**src/rtl/apb_ic_pkg.sv**
```systemverilog
// Shared types and constants for the APB timeout interconnect.
// Holds the FSM states, status register map and error-cause bit positions.
package apb_ic_pkg;

    typedef enum logic [1:0] {
        IDLE,
        ACCESS,
        ERR_RESP
    } state_e;

    typedef enum logic [1:0] {
        TGT_SLAVE,
        TGT_STATUS,
        TGT_DECERR
    } tgt_e;

    localparam int unsigned STAT_ERR_COUNT  = 32'h0;
    localparam int unsigned STAT_LAST_ADDR  = 32'h4;
    localparam int unsigned STAT_LAST_CAUSE = 32'h8;

    localparam int unsigned CAUSE_W       = 3;
    localparam int unsigned CAUSE_TIMEOUT = 0;
    localparam int unsigned CAUSE_DECODE  = 1;
    localparam int unsigned CAUSE_SLVERR  = 2;

    localparam logic [31:0] ERR_RDATA = 32'hDEADBEEF;

endpackage

```
**src/rtl/apb_ic_status.sv**
```systemverilog
// Internal status slot: saturating error counter plus last error address/cause.
// A clear wins over a same-cycle error event.
module apb_ic_status
    import apb_ic_pkg::*;
#(
    parameter int unsigned DW    = 32,
    parameter int unsigned AW    = 32,
    parameter int unsigned OFF_W = 7,
    parameter int unsigned CNT_W = 16
) (
    input  logic               i_clock,
    input  logic               i_reset,
    input  logic               i_clr,
    input  logic               i_err,
    input  logic [AW-1:0]      i_err_addr,
    input  logic [CAUSE_W-1:0] i_err_cause,
    input  logic [OFF_W-1:0]   i_rd_off,
    output logic [DW-1:0]      o_rdata
);

    logic [CNT_W-1:0]   r_err_count;
    logic [AW-1:0]      r_last_addr;
    logic [CAUSE_W-1:0] r_last_cause;

    always_ff @(posedge i_clock) begin
        if (i_reset) begin
            r_err_count  <= '0;
            r_last_addr  <= '0;
            r_last_cause <= '0;
        end else begin
            if (i_clr) begin
                r_err_count <= '0;
            end else if (i_err && (r_err_count != '1)) begin
                r_err_count <= r_err_count + 1'b1;
            end
            if (i_err) begin
                r_last_addr  <= i_err_addr;
                r_last_cause <= i_err_cause;
            end
        end
    end

    always_comb begin
        o_rdata = '0;
        case (i_rd_off)
            OFF_W'(STAT_ERR_COUNT):  o_rdata = DW'(r_err_count);
            OFF_W'(STAT_LAST_ADDR):  o_rdata = DW'(r_last_addr);
            OFF_W'(STAT_LAST_CAUSE): o_rdata = DW'(r_last_cause);
            default:                 o_rdata = '0;
        endcase
    end

endmodule

```
**src/rtl/apb_timeout_interconnect.sv**
```systemverilog
// APB 1-to-N interconnect with address decode, per-transfer wait timeout and
// an internal status slot that logs timeouts, decode errors and slave errors.
module apb_timeout_interconnect
    import apb_ic_pkg::*;
#(
    parameter int unsigned DW                 = 32,
    parameter int unsigned AW                 = 32,
    parameter int unsigned NUM_PERIPHERALS    = 8,
    parameter int unsigned NUM_REG_PERIPHERAL = 32,
    parameter int unsigned TIMEOUT            = 255
) (
    input  logic          clock,
    input  logic          reset,
    input  logic [AW-1:0] MpADDR,
    input  logic          MpSELx,
    input  logic          MpENABLE,
    input  logic          MpWRITE,
    input  logic [DW-1:0] MpWDATA,
    output logic [DW-1:0] MpRDATA,
    output logic          MpREADY,
    output logic          MpSLVERR,
    output logic [AW-1:0] SpADDR   [NUM_PERIPHERALS-1:0],
    output logic          SpSEL    [NUM_PERIPHERALS-1:0],
    output logic          SpENABLE [NUM_PERIPHERALS-1:0],
    output logic          SpWRITE  [NUM_PERIPHERALS-1:0],
    output logic [DW-1:0] SpWDATA  [NUM_PERIPHERALS-1:0],
    input  logic [DW-1:0] SpRDATA  [NUM_PERIPHERALS-1:0],
    input  logic          SpREADY  [NUM_PERIPHERALS-1:0],
    input  logic          SpSLVERR [NUM_PERIPHERALS-1:0]
);

    localparam int unsigned SHIFT  = 2 + $clog2(NUM_REG_PERIPHERAL);
    localparam int unsigned SLOT_W = (NUM_PERIPHERALS > 1) ? $clog2(NUM_PERIPHERALS) : 1;
    localparam logic [AW-1:0] OFF_MASK = AW'((64'd1 << SHIFT) - 64'd1);

    state_e              r_state;
    tgt_e                r_tgt;
    logic [SLOT_W-1:0]   r_slot;
    logic [AW-1:0]       r_addr;
    logic                r_write;
    logic [DW-1:0]       r_wdata;
    logic [15:0]         r_cnt;

    logic [AW-1:0]       w_idx;
    tgt_e                w_tgt;
    logic [15:0]         w_cnt_nxt;
    logic                w_active;
    logic                w_err;
    logic                w_clr;
    logic [CAUSE_W-1:0]  w_cause;
    logic [DW-1:0]       w_stat_rdata;

    assign w_idx     = MpADDR >> SHIFT;
    assign w_cnt_nxt = r_cnt + 16'd1;
    assign w_active  = (r_state == ACCESS) && (r_tgt == TGT_SLAVE);

    always_comb begin
        if (w_idx < AW'(NUM_PERIPHERALS))       w_tgt = TGT_SLAVE;
        else if (w_idx == AW'(NUM_PERIPHERALS)) w_tgt = TGT_STATUS;
        else                                    w_tgt = TGT_DECERR;
    end

    always_ff @(posedge clock) begin
        if (reset) begin
            r_state <= IDLE;
            r_tgt   <= TGT_SLAVE;
            r_slot  <= '0;
            r_addr  <= '0;
            r_write <= 1'b0;
            r_wdata <= '0;
            r_cnt   <= '0;
        end else begin
            case (r_state)
                IDLE: begin
                    if (MpSELx && !MpENABLE) begin
                        r_state <= ACCESS;
                        r_tgt   <= w_tgt;
                        r_slot  <= w_idx[SLOT_W-1:0];
                        r_addr  <= MpADDR;
                        r_write <= MpWRITE;
                        r_wdata <= MpWDATA;
                        r_cnt   <= '0;
                    end
                end
                ACCESS: begin
                    // Only a slave target can stall; MpREADY low here means SpREADY low.
                    if (MpREADY) begin
                        r_state <= IDLE;
                    end else if (r_tgt == TGT_SLAVE) begin
                        r_cnt <= w_cnt_nxt;
                        if (w_cnt_nxt == 16'(TIMEOUT)) r_state <= ERR_RESP;
                    end
                end
                ERR_RESP: r_state <= IDLE;
                default:  r_state <= IDLE;
            endcase
        end
    end

    always_comb begin
        MpREADY  = 1'b0;
        MpSLVERR = 1'b0;
        MpRDATA  = '0;
        w_err    = 1'b0;
        w_clr    = 1'b0;
        w_cause  = '0;
        case (r_state)
            ACCESS: begin
                case (r_tgt)
                    TGT_SLAVE: begin
                        MpREADY  = SpREADY[r_slot];
                        MpSLVERR = SpSLVERR[r_slot];
                        MpRDATA  = SpRDATA[r_slot];
                        if (SpREADY[r_slot] && SpSLVERR[r_slot]) begin
                            w_err                 = 1'b1;
                            w_cause[CAUSE_SLVERR] = 1'b1;
                        end
                    end
                    TGT_STATUS: begin
                        MpREADY = 1'b1;
                        MpRDATA = w_stat_rdata;
                        w_clr   = r_write && (r_addr[SHIFT-1:0] == SHIFT'(STAT_ERR_COUNT));
                    end
                    default: begin
                        MpREADY               = 1'b1;
                        MpSLVERR              = 1'b1;
                        MpRDATA               = DW'(ERR_RDATA);
                        w_err                 = 1'b1;
                        w_cause[CAUSE_DECODE] = 1'b1;
                    end
                endcase
            end
            ERR_RESP: begin
                MpREADY                = 1'b1;
                MpSLVERR               = 1'b1;
                MpRDATA                = DW'(ERR_RDATA);
                w_err                  = 1'b1;
                w_cause[CAUSE_TIMEOUT] = 1'b1;
            end
            default: ;
        endcase
    end

    always_comb begin
        for (int unsigned i = 0; i < NUM_PERIPHERALS; i++) begin
            SpSEL[i]    = 1'b0;
            SpENABLE[i] = 1'b0;
            SpWRITE[i]  = 1'b0;
            SpADDR[i]   = '0;
            SpWDATA[i]  = '0;
            if (w_active && (r_slot == SLOT_W'(i))) begin
                SpSEL[i]    = 1'b1;
                SpENABLE[i] = MpENABLE;
                SpWRITE[i]  = r_write;
                SpADDR[i]   = r_addr & OFF_MASK;
                SpWDATA[i]  = r_wdata;
            end
        end
    end

    apb_ic_status #(
        .DW   (DW),
        .AW   (AW),
        .OFF_W(SHIFT),
        .CNT_W(16)
    ) u_status (
        .i_clock    (clock),
        .i_reset    (reset),
        .i_clr      (w_clr),
        .i_err      (w_err),
        .i_err_addr (r_addr),
        .i_err_cause(w_cause),
        .i_rd_off   (r_addr[SHIFT-1:0]),
        .o_rdata    (w_stat_rdata)
    );

endmodule

```
**config.mk**
```make
export PLATFORM = sky130hd
export DESIGN_NAME = apb_timeout_interconnect
export DESIGN_NICKNAME = d
export VERILOG_FILES = /design/src/rtl/apb_ic_pkg.sv /design/src/rtl/apb_ic_status.sv /design/src/rtl/apb_timeout_interconnect.sv
export SDC_FILE = /design/constraint.sdc
export NUM_CORES = 1
export LEC_CHECK = 0
export BUFFER_PORTS_ARGS = -buffer_cell sky130_fd_sc_hd__buf_4
export CELL_PAD_IN_SITES_DETAIL_PLACEMENT = 1
export CELL_PAD_IN_SITES_GLOBAL_PLACEMENT = 2
export CORE_AREA = 2 2 355 357
export CTS_BUF_LIST = sky130_fd_sc_hd__clkbuf_16
export DETAILED_ROUTE_END_ITERATION = 6
export DIE_AREA = 0 0 357 359
export HOLD_SLACK_MARGIN = 0.08
export PLACE_DENSITY = 0.55
export SYNTH_ARGS = -nofsm -noshare
export SYNTH_HDL_FRONTEND = slang
export SYNTH_HIERARCHICAL = 1
export SYNTH_SLANG_ARGS = --single-unit
```
**constraint.sdc**
```tcl
create_clock -name clock -period 5.2 [get_ports clock]
set_input_delay 0.52 -clock clock [delete_from_list [all_inputs] [get_ports clock]]
set_output_delay 0.52 -clock clock [all_outputs]
set_load 0.005 [all_outputs]
```
### Yosys cells after proc, flatten, opt, wreduce, memory -nomap -nowiden

Cells that the tools add are included.

* bitwise logic cells: 0
* reductions and logical operators: 24
* equality and inequality tests: 20
* divide/modulo/power cells: 0
* magnitude comparators: 2
* $add $sub $neg: 2
* multiply operators: 0
* shift operators: 0
* multiplexer cells: 73

Operators with widths (number)
* $mux 32: 9
* $pmux 32 s2: 2
* $bmux 32 s3: 1
* $pmux 32 s3: 1
* $mux 7: 8
* $mux 16: 3
* $mux 1: 33
* $add 16x1->16 const B: 2
* $pmux 16 s2: 1
* $eq 25x4->1 const B: 1
* $lt 25x4->1 const B: 1
* $eq 16x8->1 const B: 1
* $ne 16x16->1 const B: 1
* $mux 2: 7
* $logic_and 1x1->1: 13
* $eq 3x3->1 const B: 4
* $pmux 1 s2: 5
* $eq 7x3->1 const B: 1
* $eq 7x4->1 const B: 1
* $logic_not 7->1: 1
* $bmux 1 s3: 2
* $eq 3x2->1 const B: 2
* $ne 3x2->1 const B: 2
* $eq 2x1->1 const B: 2
* other kinds (14): 17

* ROM bits: 0
* memories kept: 0
* bits in registers: 139
* memory bits (writable): 0
* output and inout bits: 570
* bits in latches: 0

### Depth between registers and ports, before layout

Gate-level depths: netlist (run 1).

* depth in word-level cells: 7
* depth in mapped cells: 13

### By module

Netlist (run 1), hierarchy kept.

Modules (own cells, without submodules)
* apb_timeout_interconnect: area each 10043.4 µm², cells each 1285, sequential area each 1701.6 µm², instances 1
* apb_ic_status: area each 2371.0 µm², cells each 260, sequential area each 1021.0 µm², instances 1

### Worst setup path after synthesis (run 1)

OpenSTA, ideal clock, no wires.

* path kind: register to register
* start point: reg r_slot[0]
* end point: reg u_status.r_err_count[15]
* setup time: 0.070 ns
* setup slack: 2.021 ns
* data arrival time: 3.109 ns
* period minus slack after synthesis: 3.179 ns
* cell stages (with the launch flop): 14
* cell sequence: dfxtp_1 > buf_2 > buf_2 > buf_2 > mux4_2 > mux2i_1 > nand2b_1 > nor2_1 > nor2_1 > o21ai_0 > and4_1 > nand4_1 > or4_1 > a21oi_1

* word-level cells in the longest chain between the ends: 7
* elaborated cells on any way between the ends: 9
* those cells by class: mux: 7; reduce/logical: 2

RTL lines
* from (decl): line apb_timeout_interconnect.sv:38 `logic [SLOT_W-1:0] r_slot;`
* from (signal assigned): line apb_timeout_interconnect.sv:78 `r_slot <= w_idx[SLOT_W-1:0];`
* $bmux 1 s3: line apb_timeout_interconnect.sv:114 `if (SpREADY[r_slot] && SpSLVERR[r_slot]) begin`
* $mux 1 (implied by the code): line apb_timeout_interconnect.sv:114
* $logic_and 1x1->1 *: line apb_timeout_interconnect.sv:114
* $mux 1 *: line apb_timeout_interconnect.sv:114
* $pmux 1 s2 *: line apb_timeout_interconnect.sv:109 `case (r_tgt)`
* $pmux 1 s2 *: line apb_timeout_interconnect.sv:107 `case (r_state)`
* named net w_err: line apb_timeout_interconnect.sv:48 `logic w_err;`
* $logic_and 1x1->1 *: line apb_ic_status.sv:33 `end else if (i_err && (r_err_count != '1)) begin`
* to (signal assigned): line apb_ic_status.sv:34 `r_err_count <= r_err_count + 1'b1;`
* to (decl): line apb_ic_status.sv:21 `logic [CNT_W-1:0] r_err_count;`

Mark *: on every way through the listed nets, which the timed path passes. The rest lies on a longest branch. The select of a mux whose other input is x is not followed.
A chain may end at the register's enable or synchronous reset.

### Worst setup path after layout (run 1)

* start point: reg r_slot[1]
* end point: out MpRDATA[19]

* word-level cells in the longest chain between the ends: 4

RTL lines
* $bmux 32 s3: line apb_timeout_interconnect.sv:113 `MpRDATA = SpRDATA[r_slot];`
* $mux 32 (implied by the code): line apb_timeout_interconnect.sv:113
* $pmux 32 s2: line apb_timeout_interconnect.sv:109
* $pmux 32 s2: line apb_timeout_interconnect.sv:107
* to (decl): line apb_timeout_interconnect.sv:19 `output logic [DW-1:0] MpRDATA,`

No other way between the ends. The select of a mux whose other input is x is not followed.

==> impl_metrics.toml, run 1 <==
[power_and_ir_drop]
p_per_area_nw_per_um2 = 163
swShare_pct = 33.8
peakVddDrop_mv = 0.247
pwr-share-comb_pct = 23.4
p_int_uw = 2110
pwr-share-clk_pct = 40.9
p_leak_uw = 0.00833
pwr-share-seq_pct = 35.7
p_sw_uw = 1070
total_power_uw = 3180

[synth]
ys_types = 57
postSynthAreaPerCell_um2 = 8.04
async_flop_share_pct = 0
synth_top_family_by_area = "simple AND/OR/NAND/NOR gates"
synth_compound_gate_area_share_pct = 9.65
synth_fa_ha_area_share_pct = 0.605
syn_inst = 1545
synth_area_um2 = 12400
synth_edf_count = 0
synth-simple-area-share_pct = 30.3
dominantRegCellSynth = "dfxtp_1"
synth-seq-area-share_pct = 21.9
yosysWarnings = 6
synth_mux_area_share_pct = 20.7
synth_xor_area_share_pct = 0.635
synth-seq-cells = 136

[timing]
fin_skew_ns = 0.0210
fin_crit_ns = 4.10
hold_violations = 0
relSlewSlack_pct = 28.7
finalSetupTns_ns = 0
rsz0062_at_grt = "no"
fmax_mhz = 244
worstMarginPinSlew_ns = 1.07
setup_viol = 0
drv_slew = 0
final.period_utilization_pct = 78.8

[grt]
met2_usage_pct = 21.0
grt_use_met3_pct = 2.77
grt-ovfl-total = 0
antenna_found_initial = 20
grt_use_met1_pct = 14.4
top_usage_layer = "met2"
grt_pass1_vias = 13719
grt_first_pass_wirelength_mm = 109
grtUsageTotal_pct = 11.9
grt_max_degree = 98

[critical_path]
reg2reg_depth = 10
critPathMaxStageDelay_ns = 0.65
rrSetupSlack_ns = 1.33
cp_max_fo = 40
critPathLaunchType = "flop"
r2r_start = "r_slot[0]"
path_cells = "buf_4, buf_4, mux4_2, mux2_2, mux2_2, nor2_1, o21ai_0, buf_4"
crit_type = "flop to primary output"
arrival_ns = 3.58
rr_endpoint = "u_status/r_err_count[9]"
cpMostUsedCell = "buf_4"
startpoint = "r_slot[1]"
end_kind = "primary output"
crit_slowest_cell = "dfxtp_4"
critPathRequiredTime_ns = 4.68
endpoint = "MpRDATA[19]"

[clocking]
clock-sinks = 136
cts_buffer_depth = 2
cts_root_buf = "clkbuf_16"
cts_hold_buf = 0
cts_made_buffers = 17
cts_tree = "built"
ctsHtreeMaxLevel = 4
clock_latency_ns = 0.50
ctsResizeCount = 0
clk_pin_slew_ns = 0.09
cts_setup_buffers = 0

[cells_and_area]
multi_input_area_um2 = 8510
nets = 2536
nFillCells = 15030
seq_area_um2 = 2730
drive_gt1_share_pct = 41.9
syn2layout_area_growth_pct = 57.4

[worst_hold_path]
hold_class = "input port to flop"

[floorplan]
core_um2 = 125000
io_pins = 911
die_area_um2 = 128000
die_y_um = 359
rows = 130
initial_utilization_pct = 9.96
die_x_um = 357

[drt]
drt_iter0_drc = 543
postRouteAntennaNets = 0
via_per_inst = 3.39
vias = 13064
firstDrtPassIters = 4
drc = 0
drt-total-wl_mm = 79.2
wire_per_inst_um = 20.5

[outcome]
status = "finished clean"

[place]
dp_hpwl_mm = 63.7
gp_congestion = 0.760
numPortBuffers = 710

[run]
max_cap_violations = 0
==> power groups by stage <==
stage | Combinational [uW] | Sequential (uW) | Clock, uW
finish | 743 | 1140 | 1300
global route | 817 | 1140 | 1420
CTS | 767 | 1140 | 1380
detailed placement | 765 | 1160 | 0
global placement | 759 | 1160 | 0
floorplan | 456 | 1120 | 0
==> synth_stat cells (14+ instances only) <==
cell type | number | area, um^2
a21oi_1 | 98 | 490
and2_1 | 338 | 2110
nand2_1 | 163 | 612
mux2_2 | 49 | 552
clkbuf_1 | 88 | 330
mux4_2 | 68 | 1530
o21ai_0 | 23 | 115
o21ai_1 | 14 | 70.1
nor3_1 | 19 | 95.1
mux2i_1 | 48 | 480
buf_2 | 15 | 75.1
buf_4 | 202 | 1520
nor2_1 | 106 | 398
dfxtp_1 | 136 | 2720
==> worst max-delay path, delay by kind of cell, from the launching register on <==
family | cells | cell delay [ns]
DFF | 1 | 0.65
and+or+nand+nor | 1 | 0.08
AOI/OAI and AO/OA | 1 | 0.15
buffers and inverters | 3 | 1.10
muxes | 3 | 1.05
==> cell families (layout without fill, tap and decap cells) <==
kind of cell	count (synthesis)	after routing
and+or+nand+nor	706	706
buffers and inverters	329	787
AOI/OAI and AO/OA	193	193
muxes	165	165
DFF	136	136
xor gates and xnor gates	9	9
adders and majority gates	6	6
other	1	203
==> per-layer routing <==
metal  wire length [um]  vias up
met4               1350        6
met3               5640       63
met2              39200      525
met5                 43        -
li1                   -     6153
met1              32900     6317
==> how the worst min path moves through the flow <==
stage | start | end | cells after the start | slack, ns
6_report | MpADDR[9] | r_addr[9] | 3 | 0.27
5_1_grt | MpWDATA[25] | r_wdata[25] | 3 | 0.25
2_1_floorplan | r_addr[10] | r_addr[10] | 2 | 0.44
3_3_place_gp | r_addr[24] | r_addr[24] | 2 | 0.45
3_5_place_dp | r_addr[24] | r_addr[24] | 2 | 0.45
4_1_cts | MpWDATA[4] | r_wdata[4] | 3 | 0.22
==> metrics by stage <==
step	setup slack, ns	hold WS, ns	instance area, um^2	util [%]	cells
after detailed placement	1.16	0.454	18900	15.2	3820
after floorplan	2.02	0.436	13200	-	1744
after global placement	1.13	0.451	18900	15.2	3820
final	1.10	0.275	19500	15.7	3855
after CTS	0.949	0.222	19500	15.7	3852
after global routing	0.852	0.247	19500	15.7	3853
==> sequential cells by signal, summed over array words and instances (netlist names) <==
register,count
r_addr,30
r_cnt,16
r_slot,2
r_state,2
r_tgt,2
r_wdata,32
r_write,1
u_status/r_err_count,16
u_status/r_last_addr,32
u_status/r_last_cause,3
==> placed cells by master (no fill, tap or decap), drive strengths merged, types with 6 or more instances in the layout <==
cell type  count
a21oi         98
a22o          13
a311oi         9
a31oi          7
and2         338
and4           6
buf          744
clkbuf        17
conb         200
dfxtp        136
ha             6
inv           19
mux2          49
mux2i         48
mux4          68
nand2        163
nand3         13
nand4         12
nor2         106
nor3          19
nor4          12
o21ai         38
or3            6
or4            9
xor2           7
==> area by class of cell <==
type / instances / share of cell area, %
Multi-Input combinational cell: 1279 / 43.5
Tap cell: 1650 / 10.6
Clock buffer: 17 / 2.18
Antenna cell: 3 / 0.0384
Sequential cell: 136 / 14.0
Timing Repair Buffer: 744 / 28.7
Inverter: 11 / 0.211
Clock inverter: 15 / 0.826
No activity file was read; power rests on OpenSTA's default activity.
==> inputs of run 2 (changes only) <==
--- a/config.mk
+++ b/config.mk
@@ -8,12 +8,12 @@
 export BUFFER_PORTS_ARGS = -buffer_cell sky130_fd_sc_hd__buf_4
 export CELL_PAD_IN_SITES_DETAIL_PLACEMENT = 1
 export CELL_PAD_IN_SITES_GLOBAL_PLACEMENT = 2
-export CORE_AREA = 2 2 355 357
+export CORE_AREA = 2 2 357 359
 export CTS_BUF_LIST = sky130_fd_sc_hd__clkbuf_16
 export DETAILED_ROUTE_END_ITERATION = 6
-export DIE_AREA = 0 0 357 359
+export DIE_AREA = 0 0 359 361
 export HOLD_SLACK_MARGIN = 0.08
-export PLACE_DENSITY = 0.55
+export PLACE_DENSITY = 0.56
 export SYNTH_ARGS = -nofsm -noshare
 export SYNTH_HDL_FRONTEND = slang
 export SYNTH_HIERARCHICAL = 1
==> constraint.sdc (replaced) <==
create_clock -name clock -period 3.59 [get_ports clock]
set_input_delay 0.359 -clock clock [delete_from_list [all_inputs] [get_ports clock]]
set_output_delay 0.359 -clock clock [all_outputs]
set_load 0.005 [all_outputs]
==> run 2 against run 1 <==
Sequential share of layout area fell by 0.30 points. Design area grew 2.2%. Die area rose by 1.1%. Total power up 44%. Sequential power grew 44%. Setup slack got worse by 0.84 ns. Critical path depth down 1. Clock-buffer cell count unchanged. Critical path type unchanged. Critical endpoint is now MpRDATA[21].
==> impl_metrics.toml, run 2 (same netlist as run 1, synthesis figures left out) <==
[critical_path]
critPathMaxStageDelay_ns = 0.66
end_kind = "primary output"
cp_max_fo = 51
rrSetupSlack_ns = 0.73
cp_top_family = "multiplexers"
crit_slowest_cell = "mux4_2"
cpMostUsedCell = "mux2_2"
rr_endpoint = "u_status/r_err_count[13]"
critPathRequiredTime_ns = 3.23
crit_buf_inv = 2
critPathLaunchType = "flop"
arrival_ns = 2.96
path_cells = "buf_12, mux4_2, mux2_2, mux2_2, nor2_1, o21ai_0, buf_4"
crit_type = "flop to primary output"
r2r_start = "r_slot[0]"
reg2reg_depth = 11

[timing]
finalSetupTns_ns = 0
worstMarginPinSlew_ns = 0.825
fmax_mhz = 301
setup_viol = 0
fin_skew_ns = 0.0195
worst_slack_ns = 0.269
fin_crit_ns = 3.32
rsz0062_at_grt = "no"
relSlewSlack_pct = 44.9
final.period_utilization_pct = 92.5
drv_slew = 0
hold_slack_ns = 0.135
hold_violations = 0

[drt]
drc = 0
drt_iter0_drc = 500
drt-total-wl_mm = 80.4
firstDrtPassIters = 4
via_per_inst = 3.42
vias = 13358
postRouteAntennaNets = 0
wire_per_inst_um = 20.6

[clocking]
cts_root_buf = "clkbuf_16"
clk_pin_slew_ns = 0.08
cts_made_buffers = 17
clock-sinks = 136
cts_setup_buffers = 0
cts_tree = "built"
ctsHtreeMaxLevel = 4
clock_latency_ns = 0.48
cts_buffer_depth = 2

[power_and_ir_drop]
peakVddDrop_mv = 0.380
p_per_area_nw_per_um2 = 229
p_leak_uw = 0.00851

[floorplan]
die_y_um = 361
io_pins = 911
rows = 130
die_x_um = 359
die_area_um2 = 130000
initial_utilization_pct = 9.90
core_um2 = 125000

[place]
gp_congestion = 0.752
dpl-instance-area_um2 = 19200
dp_hpwl_mm = 65.6
place_ws_ns = 0.617
numPortBuffers = 710

[grt]
antenna_found_initial = 23
grt-ovfl-total = 0
grt_max_degree = 62
grt_pass1_vias = 14035
grtUsageTotal_pct = 12.0
grt_first_pass_wirelength_mm = 111

[cells_and_area]
nets = 2575
drive_gt1_share_pct = 42.0
final_common_cell = "buf_4"
finish.instance_area_um2 = 20000
fin_util_pct = 15.9
layout_common_cells = "756 x buf_4, 338 x and2_1, 200 x conb_1"
largestRegisters = "r_wdata (32), u_status/r_last_addr (32), r_addr (30)"
nFillCells = 15037
syn2layout_area_growth_pct = 60.9

[worst_hold_path]
holdPathStages = 3
hold-path-endpoint = "r_wdata[13]"
worstHoldStart = "MpWDATA[13]"
hold_class = "input port to flop"

[run]
max_cap_violations = 0

[outcome]
status = "finished clean"
[run 2: changes by cell type in the layout (fill, tap and decap cells not counted), moves of 2 or more]
| cell | change |
|---|---|
| diode_2 | +12 |
| a21oi_2 | +2 |
| inv_8 | -3 |
| inv_1 | +2 |
| buf_4 | +13 |
| a21oi_1 | -2 |
| buf_12 | +7 |
| dlygate4sd3_1 | +19 |
| clkinv_2 | -2 |
[run 2: worst max-delay path by stage]
stage / to / cells after the start / from
floorplan: u_status/r_err_count[15] / 13 / r_slot[0]
global placement: MpRDATA[14] / 9 / r_slot[0]
detailed placement: MpRDATA[14] / 9 / r_slot[0]
CTS: MpRDATA[14] / 9 / r_slot[0]
global route: MpRDATA[14] / 9 / r_slot[0]
finish: MpRDATA[21] / 7 / r_slot[0]
[run 2: tightest hold or removal path, cell delays in order]
cell,delay (ns)
buf_4,0.11
nand2_1,0.04
a21oi_1,0.05
[run 2: cell type report]
cell class                      count  area [um^2]  share of cell area, %
Clock buffer                       17          425                   2.13
Clock inverter                     13          125                  0.626
Inverter                           11         41.3                  0.207
Multi-Input combinational cell   1279         8520                   42.7
Antenna cell                       15         37.5                  0.188
Tap cell                         1650         2060                   10.3
Timing Repair Buffer              783         6030                   30.2
Sequential cell                   136         2730                   13.7
[run 2: metrics by stage]
stage,cells,power [uW]
floorplan,1744,2280
global placement,3840,2830
detailed placement,3840,2830
CTS,3889,4720
global route,3895,4840
finish,3904,4570
[run 2: timing repair]
action | 4_1_cts | 5_1_grt
hold endpoints to repair | 19 | 0
gates resized for setup | 0 | 2
hold buffers | 19 | 0
setup endpoints to repair | 0 | 2
[run 2: per-layer routing]
layer,share of wire (%),vias to the layer above,track usage [%]
met4,2.1,4,3.98
met5,0.034,-,0
li1,-,6256,-
met2,49,547,20.5
met3,5.2,75,2.82
met1,43,6476,14.7
[run 2: power breakdown]
part / total [uW] / leakage [uW] / switching [uW] / internal, uW
clock: 1790 / 0.000271 / 835 / 953
sequential: 1640 / 0.00111 / 89.7 / 1550
combinational: 1140 / 0.00714 / 585 / 559
total: 4570 / 0.00851 / 1510 / 3060
==> inputs of run 3 (changes only) <==
--- a/config.mk
+++ b/config.mk
@@ -5,15 +5,16 @@
 export SDC_FILE = /design/constraint.sdc
 export NUM_CORES = 1
 export LEC_CHECK = 0
-export BUFFER_PORTS_ARGS = -buffer_cell sky130_fd_sc_hd__buf_4
 export CELL_PAD_IN_SITES_DETAIL_PLACEMENT = 1
 export CELL_PAD_IN_SITES_GLOBAL_PLACEMENT = 2
-export CORE_AREA = 2 2 357 359
+export CORE_AREA = 2 2 350 352
 export CTS_BUF_LIST = sky130_fd_sc_hd__clkbuf_16
 export DETAILED_ROUTE_END_ITERATION = 6
-export DIE_AREA = 0 0 359 361
+export DIE_AREA = 0 0 352 354
+export DONT_BUFFER_PORTS = 1
 export HOLD_SLACK_MARGIN = 0.08
-export PLACE_DENSITY = 0.56
+export PLACE_DENSITY = 0.44
+export SLEW_MARGIN = 25
 export SYNTH_ARGS = -nofsm -noshare
 export SYNTH_HDL_FRONTEND = slang
 export SYNTH_HIERARCHICAL = 1
==> run 3 against run 2 <==
Die area down 3.9%. Flip-flop and latch count unchanged. Register-to-register slack worse by 0.12 ns. Non-clock buffer count down 651. Design area down 24%. Clock power up 8%. Fmax down 1.7%.
==> impl_metrics.toml, run 3 (same netlist as run 1, synthesis figures left out) <==
[outcome]
status = "finished clean"

[floorplan]
io_pins = 911
die_x_um = 352
die_y_um = 354
initial_utilization_pct = 10.3
core_um2 = 121000
die_area_um2 = 125000
rows = 128

[grt]
grt_first_pass_wirelength_mm = 97.5
grtUsageTotal_pct = 11.1
top_usage_layer = "met2"
grt_max_degree = 121
grt_pass1_vias = 11260
grt_use_met1_pct = 13.2
antenna_found_initial = 46
met2_usage_pct = 19.8
grt_use_met3_pct = 2.76
grt-ovfl-total = 0

[critical_path]
r2r_start = "r_slot[0]"
crit_type = "flop to primary output"
cp_max_fo = 49
arrival_ns = 3.02
reg2reg_depth = 11
critPathRequiredTime_ns = 3.23
end_kind = "primary output"
rrSetupSlack_ns = 0.61
critPathLaunchType = "flop"
rr_endpoint = "u_status/r_err_count[15]"

[timing]
worst_slack_ns = 0.210
finalSetupTns_ns = 0
fin_skew_ns = 0.0178
relSlewSlack_pct = 43.4
worstMarginPinSlew_ns = 0.848
rsz0062_at_grt = "no"
fmax_mhz = 296
drv_slew = 0
fin_crit_ns = 3.38
hold_violations = 0
final.period_utilization_pct = 94.2
setup_viol = 0

[drt]
firstDrtPassIters = 4
vias = 11193
drt-total-wl_mm = 72.6
wire_per_inst_um = 22.5
via_per_inst = 3.46
drc = 0
drt_iter0_drc = 507
postRouteAntennaNets = 0

[cells_and_area]
final_common_cell = "and2_1"
drive_gt1_share_pct = 15.4
largestRegisters = "r_wdata (32), u_status/r_last_addr (32), r_addr (30)"
nets = 1924
layout_common_cells = "338 x and2_1, 200 x conb_1, 163 x nand2_1"
nFillCells = 14459
syn2layout_area_growth_pct = 22.1

[worst_hold_path]
holdPathStages = 2
hold-path-endpoint = "r_addr[27]"
worstHoldStart = "MpADDR[27]"
hold_class = "input port to flop"

[run]
max_cap_violations = 0

[clocking]
clock_latency_ns = 0.50
clk_pin_slew_ns = 0.07
cts_buffer_depth = 2
ctsHtreeMaxLevel = 4
cts_root_buf = "clkbuf_16"
clock-sinks = 136
cts_made_buffers = 17
cts_tree = "built"

[power_and_ir_drop]
p_int_uw = 2830
swShare_pct = 35.7
peakVddDrop_mv = 0.244
pwr-share-seq_pct = 37.1
pwr-share-comb_pct = 18.9
p_sw_uw = 1570
p_per_area_nw_per_um2 = 290
pwr-share-clk_pct = 44.0
p_leak_uw = 0.00513

[place]
gp_congestion = 0.854
place_ws_ns = 0.552
numPortBuffers = 0
dp_hpwl_mm = 58.4
## run 3: how the worst max path moves through the flow
stage / cells past startpoint / end / start / slack, ns
CTS: 7 / MpRDATA[7] / r_slot[0] / 0.07
detailed placement: 11 / u_status/r_err_count[15] / r_slot[0] / 0.55
finish: 7 / MpRDATA[7] / r_slot[0] / 0.21
global placement: 11 / u_status/r_err_count[15] / r_slot[0] / 0.48
global route: 7 / MpRDATA[7] / r_slot[0] / 0.003
floorplan: 13 / u_status/r_err_count[15] / r_slot[0] / 0.41
## run 3: metal layers
layer / vias to the layer above / share of wire, % / wire length [um]
met1: 5537 / 41 / 29600
met5: - / 0.050 / 36
met2: 611 / 50 / 36600
met4: 6 / 2.6 / 1900
met3: 92 / 6.2 / 4490
li1: 4947 / - / -
## run 3: metrics by stage
step | cell area, um^2 | instances | utilization (%) | power [uW] | hold WS (ns)
after floorplan | 13200 | 1744 | - | 2280 | 0.436
after global placement | 13800 | 3117 | 11.4 | 2390 | 0.443
after detailed placement | 13800 | 3117 | 11.4 | 2400 | 0.450
after CTS | 15100 | 3215 | 12.5 | 4570 | 0.126
after global routing | 15100 | 3224 | 12.5 | 4690 | 0.141
final | 15200 | 3232 | 12.5 | 4390 | 0.127
## run 3: final cells by class
type	count	area, um^2	area share [%]
multi-input cells	1279	8520	56.2
flip-flops and latches	136	2740	18.0
well taps	1625	2030	13.4
repair buffers	132	1190	7.86
clock buffers	17	425	2.81
clock inverters	15	173	1.14
diodes	17	42.5	0.281
inverters	11	41.3	0.272
## run 3: power by group through the flow
stage	Sequential, uW	Clock (uW)	Combinational [uW]
finish	1630	1940	829
global route	1640	2140	917
CTS	1630	2090	849
detailed placement	1670	0	734
global placement	1660	0	726
floorplan	1620	0	661
## run 3: repair_timing
action | CTS | global route
resized for setup | 0 | 0
setup buffers | 1 | 0
hold buffers | 65 | 0
hold endpoints to repair | 120 | 0
endpoints found under the setup margin | 1 | 0
## run 3: critical path, stage by stage (launching register included)
cell	delay, ns
dfxtp_4	0.57
buf_12	0.36
mux4_2	0.57
mux2_2	0.28
mux2_2	0.27
nor2_1	0.08
o21ai_0	0.14
buf_4	0.19
